### config.mk
export PLATFORM = sky130hd
export DESIGN_NAME = adc_parallel_ctrl
export DESIGN_NICKNAME = d
export VERILOG_FILES = /design/src/rtl/adc_parallel_ctrl.sv
export SDC_FILE = /design/constraint.sdc
export NUM_CORES = 1
export LEC_CHECK = 0
export BUFFER_PORTS_ARGS = -buffer_cell sky130_fd_sc_hd__buf_2
export CAP_MARGIN = 10
export CORE_MARGIN = 3
export CORE_UTILIZATION = 50
export CTS_BUF_LIST = sky130_fd_sc_hd__clkbuf_2 sky130_fd_sc_hd__clkbuf_4 sky130_fd_sc_hd__clkbuf_8
export DETAILED_ROUTE_END_ITERATION = 8
export PLACE_DENSITY = 0.77
export SYNTH_ARGS = -nofsm -noshare
export SYNTH_HDL_FRONTEND = slang
export SYNTH_SLANG_ARGS = --single-unit
### constraint.sdc
create_clock -name CLK -period 3.4 [get_ports CLK]
set_clock_uncertainty 0.05 [all_clocks]
set_input_delay 0.17 -clock CLK [delete_from_list [all_inputs] [get_ports CLK]]
set_output_delay 0.17 -clock CLK [all_outputs]
set_load 0.01 [all_outputs]
### src/rtl/adc_parallel_ctrl.sv
// Sequencing controller for the parallel-interface sound-localization ADC:
// two-word CONFIG_REG load, then triggered CONVST / BUSY / readout frames.
module adc_parallel_ctrl #(
   parameter int unsigned NUM_MICS = 4,
   parameter int unsigned T_CSWR   = 1,
   parameter int unsigned T_WRL    = 2,
   parameter int unsigned T_WRH    = 2,
   parameter int unsigned T_HDI    = 1,
   parameter int unsigned T_RDL    = 3,
   parameter int unsigned T_RDH    = 2,
   parameter int unsigned T_CONV   = 2,
   parameter int unsigned T_ACQ    = 8,
   parameter int unsigned BUSY_TMO = 1024
) (
   input  logic        CLK,
   input  logic        RST_N,
   input  logic        cfg_start,
   input  logic [31:0] cfg_word,
   input  logic        conv_req,
   output logic        ctrl_ready,
   output logic [15:0] sample_data,
   output logic [2:0]  sample_ch,
   output logic        sample_valid,
   output logic        frame_done,
   output logic        err_timeout,
   output logic        err_overrun,
   output logic        CONVST_A,
   output logic        CONVST_B,
   output logic        CONVST_C,
   output logic        CONVST_D,
   input  logic        BUSY,
   output logic        CS_N,
   output logic        RD_N,
   output logic        WR_N,
   output logic [15:0] DB_OUT,
   output logic        DB_OE,
   input  logic [15:0] DB_IN
);

   function automatic int unsigned imax(input int unsigned a, input int unsigned b);
      return (a > b) ? a : b;
   endfunction

   localparam int unsigned T_MAX = imax(imax(imax(T_CSWR, T_WRL), imax(T_WRH, T_HDI)),
                                        imax(imax(T_RDL, T_RDH), T_CONV));
   localparam int unsigned TW  = $clog2(T_MAX + 1);
   localparam int unsigned TOW = $clog2(BUSY_TMO + 1);
   localparam int unsigned AW  = $clog2(T_ACQ + 1);

   typedef enum logic [3:0] {
      IDLE, CFG_CS, CFG_WRL, CFG_HOLD, CFG_GAP, READY, CONV,
      WAIT_BH, WAIT_BL, RD_CS, RD_L, RD_H, ACQ
   } state_t;

   state_t          state, state_nxt;
   logic [TW-1:0]   tcnt;
   logic [TOW-1:0]  tmo_cnt;
   logic [AW-1:0]   acq_cnt;
   logic [2:0]      ch;
   logic            word_sel, word_sel_nxt;
   logic [31:0]     cfg_lat, cfg_lat_nxt;
   logic [15:0]     db_nxt;
   logic            configured;
   logic            busy_m, busy_s;
   logic            cfg_go, tmo_hit, rd_last, last_ch, cfg_bus_nxt, rd_bus_nxt;

   assign rd_last = (state == RD_L) && (tcnt == TW'(T_RDL - 1));
   assign last_ch = (ch == 3'(NUM_MICS - 1));

   always_ff @(posedge CLK or negedge RST_N) begin
      if (!RST_N) state <= IDLE;
      else        state <= state_nxt;
   end

   always_comb begin
      state_nxt    = state;
      cfg_go       = 1'b0;
      tmo_hit      = 1'b0;
      word_sel_nxt = word_sel;
      unique case (state)
         IDLE: if (cfg_start) begin
            state_nxt    = CFG_CS;
            cfg_go       = 1'b1;
            word_sel_nxt = 1'b0;
         end
         READY: if (cfg_start) begin
            state_nxt    = CFG_CS;
            cfg_go       = 1'b1;
            word_sel_nxt = 1'b0;
         end else if (conv_req) begin
            state_nxt = CONV;
         end
         CFG_CS:   if (tcnt == TW'(T_CSWR - 1)) state_nxt = CFG_WRL;
         CFG_WRL:  if (tcnt == TW'(T_WRL - 1))  state_nxt = CFG_HOLD;
         CFG_HOLD: if (tcnt == TW'(T_HDI - 1))  state_nxt = CFG_GAP;
         CFG_GAP:  if (tcnt == TW'(T_WRH - 1)) begin
            if (word_sel) begin
               state_nxt = ACQ;
            end else begin
               state_nxt    = CFG_CS;
               word_sel_nxt = 1'b1;
            end
         end
         CONV: if (tcnt == TW'(T_CONV - 1)) state_nxt = WAIT_BH;
         // One timeout budget covers both the BUSY rise and the BUSY fall wait.
         WAIT_BH: if (busy_s) begin
            state_nxt = WAIT_BL;
         end else if (tmo_cnt == TOW'(BUSY_TMO - 1)) begin
            state_nxt = ACQ;
            tmo_hit   = 1'b1;
         end
         WAIT_BL: if (!busy_s) begin
            state_nxt = RD_CS;
         end else if (tmo_cnt == TOW'(BUSY_TMO - 1)) begin
            state_nxt = ACQ;
            tmo_hit   = 1'b1;
         end
         RD_CS: if (tcnt == TW'(T_CSWR - 1)) state_nxt = RD_L;
         RD_L:  if (rd_last) state_nxt = last_ch ? ACQ : RD_H;
         RD_H:  if (tcnt == TW'(T_RDH - 1)) state_nxt = RD_L;
         ACQ:   if (acq_cnt >= AW'(T_ACQ)) state_nxt = READY;
         default: state_nxt = IDLE;
      endcase
      cfg_lat_nxt = cfg_go ? cfg_word : cfg_lat;
      db_nxt      = word_sel_nxt ? cfg_lat_nxt[15:0] : cfg_lat_nxt[31:16];
      cfg_bus_nxt = state_nxt inside {CFG_CS, CFG_WRL, CFG_HOLD};
      rd_bus_nxt  = state_nxt inside {RD_CS, RD_L, RD_H};
   end

   // Strobes are registered decodes of the next state, so they line up with state.
   always_ff @(posedge CLK or negedge RST_N) begin
      if (!RST_N) begin
         tcnt         <= '0;
         tmo_cnt      <= '0;
         acq_cnt      <= '0;
         ch           <= '0;
         word_sel     <= 1'b0;
         cfg_lat      <= '0;
         configured   <= 1'b0;
         busy_m       <= 1'b0;
         busy_s       <= 1'b0;
         CS_N         <= 1'b1;
         RD_N         <= 1'b1;
         WR_N         <= 1'b1;
         DB_OE        <= 1'b0;
         DB_OUT       <= '0;
         CONVST_A     <= 1'b0;
         CONVST_B     <= 1'b0;
         CONVST_C     <= 1'b0;
         CONVST_D     <= 1'b0;
         ctrl_ready   <= 1'b0;
         sample_data  <= '0;
         sample_ch    <= '0;
         sample_valid <= 1'b0;
         frame_done   <= 1'b0;
         err_timeout  <= 1'b0;
         err_overrun  <= 1'b0;
      end else begin
         busy_m   <= BUSY;
         busy_s   <= busy_m;
         word_sel <= word_sel_nxt;
         cfg_lat  <= cfg_lat_nxt;

         if (state_nxt != state)  tcnt <= '0;
         else if (tcnt != '1)     tcnt <= tcnt + 1'b1;

         if (state == CONV)                                     tmo_cnt <= '0;
         else if ((state == WAIT_BH) || (state == WAIT_BL))     tmo_cnt <= tmo_cnt + 1'b1;

         // Acquisition time runs from BUSY fall, the last CS_N rise of config, or a timeout.
         if (((state == CFG_HOLD) && (state_nxt == CFG_GAP) && word_sel) ||
             ((state == WAIT_BL) && (state_nxt == RD_CS)) || tmo_hit)
            acq_cnt <= AW'(1);
         else if (acq_cnt < AW'(T_ACQ))
            acq_cnt <= acq_cnt + 1'b1;

         if ((state == CFG_GAP) && (state_nxt == ACQ)) configured <= 1'b1;

         if ((state == WAIT_BL) && (state_nxt == RD_CS)) ch <= '0;
         else if (rd_last && !last_ch)                   ch <= ch + 1'b1;

         CS_N       <= !(cfg_bus_nxt || rd_bus_nxt);
         WR_N       <= (state_nxt != CFG_WRL);
         RD_N       <= (state_nxt != RD_L);
         DB_OE      <= cfg_bus_nxt;
         DB_OUT     <= cfg_bus_nxt ? db_nxt : '0;
         CONVST_A   <= (state_nxt == CONV);
         CONVST_B   <= (state_nxt == CONV);
         CONVST_C   <= (state_nxt == CONV);
         CONVST_D   <= (state_nxt == CONV);
         ctrl_ready <= (state_nxt == READY);

         sample_valid <= rd_last;
         frame_done   <= rd_last && last_ch;
         if (rd_last) begin
            sample_data <= DB_IN;
            sample_ch   <= ch;
         end

         if (cfg_go) begin
            err_timeout <= 1'b0;
            err_overrun <= 1'b0;
         end
         if (tmo_hit) err_timeout <= 1'b1;
         if (conv_req && configured && ((state != READY) || cfg_start)) err_overrun <= 1'b1;
      end
   end

endmodule

==> flow_metrics.py <==
metrics = {
    "run": {
        "max_cap_viol_count": 0,
    },
    "synthesis": {
        "syn_nets": 478,
        "yosys.area_share.adder_pct": 2.378,
        "synthArstFlopShare_pct": 100.0,
        "synth_top_flop_cell": "dfrtp_1",
        "synth_warnings": 0,
        "synth-compound-area-share_pct": 6.290,
        "netlist_instances": 416,
        "synth_area_per_cell_um2": 11.38,
        "synthSimpleGateAreaFrac_pct": 17.63,
        "synth-edff-count": 0,
        "netlist-cell-type-count": 62,
        "synth_area_mm2": 0.004735,
        "synth-seq-cells": 105,
        "synthXorXnorAreaFrac_pct": 2.220,
        "seq_area_frac_synth_pct": 55.58,
        "synth_top_family_by_area": "simple AND/OR/NAND/NOR gates",
        "synth_mux_area_share_pct": 12.10,
    },
    "clock_network": {
        "ctsLongestPathBuffers": 2,
        "post_cts_buffers": 0,
        "root_buffer": "clkbuf_8",
        "cts.sink_count": 105,
        "h-tree-depth": 3,
        "cts_buffers": 9,
        "clk_latency_ns": 0.37,
        "postCtsHoldBufs": 48,
        "post_cts_resized": 0,
        "cts_tree": "yes",
        "clkTransAtPathRegs_ns": 0.11,
    },
    "worst_setup_path": {
        "cp_data_arrival_time_ns": 2.86,
        "worstRegToRegCells": 6,
        "ff2ff_setup_slack_ns": 0.74,
        "endpoint_kind": "register",
        "worstSetupPathType": "register to register",
        "crit_fanout": 20,
        "worstSetupStartpointType": "register",
        "reg2reg_to": "acq_cnt[0]",
        "required_ns": 3.60,
        "setup.worst_path.end": "acq_cnt[0]",
        "r2r_start": "state[0]",
        "critPathLaunch": "state[0]",
    },
    "routing": {
        "ant_nets": 0,
        "drt-pass1-iter-count": 5,
        "drc_errors": 0,
        "drtIter0Drc": 212,
        "wl_mm": 10.46,
        "wl_per_cell_um": 15.10,
        "drt-vias-per-instance": 5.107,
        "routed-via-count": 3539,
    },
    "sta": {
        "rsz0062_at_grt": "no",
        "maxSlewHeadroom_pct": 55.16,
        "fmax_mhz": 375.3,
        "tightest_slew_ns": 0.6725,
        "layout_setup_ws_ns": 0.7357,
        "finalCriticalPeriod_ns": 2.664,
        "setup_viol": 0,
        "hold_viol": 0,
        "final_max_slew_viol_count": 0,
        "min_period_over_period_pct": 78.36,
        "totalNegativeSetupSlack_ns": 0,
    },
    "die": {
        "ios": 101,
        "rows": 34,
        "fp.dieW_um": 103.3,
        "initial_core_util_pct": 52.75,
        "fp.dieH_um": 103.3,
        "design.core.area_mm2": 0.008976,
        "dieArea_mm2": 0.01067,
    },
    "grt": {
        "grt.total_usage_pct": 20.63,
        "grt_pass1_wl_mm": 17.23,
        "antenna_found_initial": 0,
        "grt_max_degree": 55,
        "grt_overflow": 0,
        "grt_pass1_vias": 3626,
    },
    "power_and_ir_drop": {
        "power.static_leakage_uw": 0.002975,
        "p_per_area_mw_per_mm2": 789.3,
        "ir_worst_vdd_mv": 0.5102,
    },
    "min_path": {
        "hp-class": "input port to register",
        "worstHoldStart": "cfg_word[17]",
    },
    "run_status": {
        "status": "complete, no violations",
    },
    "cells_and_area": {
        "fin_util_pct": 67.02,
        "nets": 624,
        "area_delta_synth_final_pct": 27.06,
        "diodes": 0,
        "nFillCells": 674,
        "final_layout_size_suffix_gt1_share_pct": 30.51,
    },
    "place": {
        "gp_congestion": 0.9281,
        "dp_slack_ns": 0.8036,
        "hpwl_mm": 6.929,
        "port-buffer-count": 100,
    },
}
## per-layer routing
layer  vias to the layer above  share of wire, %  GRT usage [%]
met1                      1674                43          26.33
met4                         0               2.0          5.677
li1                       1724                 -              -
met2                       118                50          34.93
met3                        23               5.8          5.433
met5                         -                 0              0
## state kept, by name, summed over array words and instances (netlist names), 2 cells and up
name	flops
sample_ch	3
sample_data	16
DB_OUT	16
tmo_cnt	11
tcnt	2
cfg_lat	32
state	4
ch	3
acq_cnt	4
## cells by family after synthesis
logic type / after synthesis
muxes: 52
and+or+nand+nor: 163
AOI/OAI and AO/OA: 39
xor gates and xnor gates: 12
adders and majority gates: 9
buffers and inverters: 36
DFF: 105
## how the worst min path moves through the flow
stage | end | slack, ns | depth (start not counted)
floorplan | CONVST_D | -0.18 | 0
global placement | DB_OUT[5] | 0.18 | 1
detailed placement | DB_OUT[5] | 0.20 | 1
CTS | cfg_lat[17] | 0.003 | 2
global route | cfg_lat[17] | 0.006 | 2
finish | cfg_lat[17] | 0.004 | 2
## per-stage QoR
step                      hold WS [ns]  std cells  area (um^2)  power (uW)
after floorplan                -0.1756        416         4735        3380
after global placement          0.1832        628         5324        3855
after detailed placement        0.1992        628         5324        3929
after CTS                     0.003106        692         6006        4752
after global routing          0.005860        693         6016        5108
final                         0.004029        693         6016        4748
## cell type report
class / count / area [um^2] / area share (%)
multi-input combinational: 275 / 1927 / 32.03
clock buffer: 9 / 123.9 / 2.059
tap: 126 / 157.7 / 2.621
inverter: 16 / 60.06 / 0.9983
sequential: 105 / 2631 / 43.74
clock inverter: 7 / 77.57 / 1.290
timing repair buffer: 155 / 1039 / 17.26
## where the power goes
| part | internal (uW) | switching (uW) | total [uW] |
|---|---|---|---|
| logic | 902 | 1040 | 1950 |
| clock network | 297 | 483 | 779 |
| registers | 1730 | 298 | 2020 |
## worst max-delay path, cell delays in order (launching register included)
cell       delay (ns)
dfrtp_1          0.73
and4bb_2         0.31
and3_4           0.20
a2111oi_4        0.44
or2_1            0.21
nor3_2           0.08
or4_1            0.51
## layout by cell type, fill, tap and decap left out, types with 8 or more instances in the layout
cell type      instances
dfrtp_1              102
buf_2                 99
nand2_1               65
dlygate4sd3_1         49
nor2_1                33
mux2_2                32
mux2i_1               19
inv_1                 15
ha_1                   9
clkbuf_8               9
o21ai_0                8
## synthesized netlist by cell type, types with 2 or more instances
cell | n | area [um^2]
and3b_1 | 3 | 26.28
nor4_1 | 6 | 37.54
o21ai_0 | 9 | 45.04
inv_1 | 15 | 56.30
buf_2 | 6 | 30.03
nor3_1 | 6 | 30.03
and2b_2 | 2 | 17.52
a21o_1 | 2 | 15.01
nand4bb_1 | 2 | 22.52
buf_4 | 6 | 45.04
mux2_2 | 32 | 360.4
or4_1 | 3 | 22.52
nor3b_1 | 4 | 30.03
nor4b_1 | 2 | 17.52
o31ai_1 | 2 | 15.01
nand4_1 | 5 | 31.28
nor3_2 | 2 | 20.02
nand3_1 | 6 | 30.03
and3_1 | 3 | 18.77
xor2_1 | 7 | 61.31
clkbuf_1 | 6 | 22.52
o211ai_1 | 3 | 22.52
dfstp_2 | 3 | 78.83
xnor2_1 | 5 | 43.79
a21oi_1 | 6 | 30.03
nor2b_1 | 4 | 25.02
dfrtp_1 | 102 | 2552
nor2_1 | 33 | 123.9
nand2b_1 | 5 | 31.28
buf_6 | 2 | 22.52
mux2i_1 | 19 | 190.2
a31oi_1 | 3 | 18.77
ha_1 | 9 | 112.6
nand2_1 | 65 | 244.0
(Power assumes the default switching activity.)
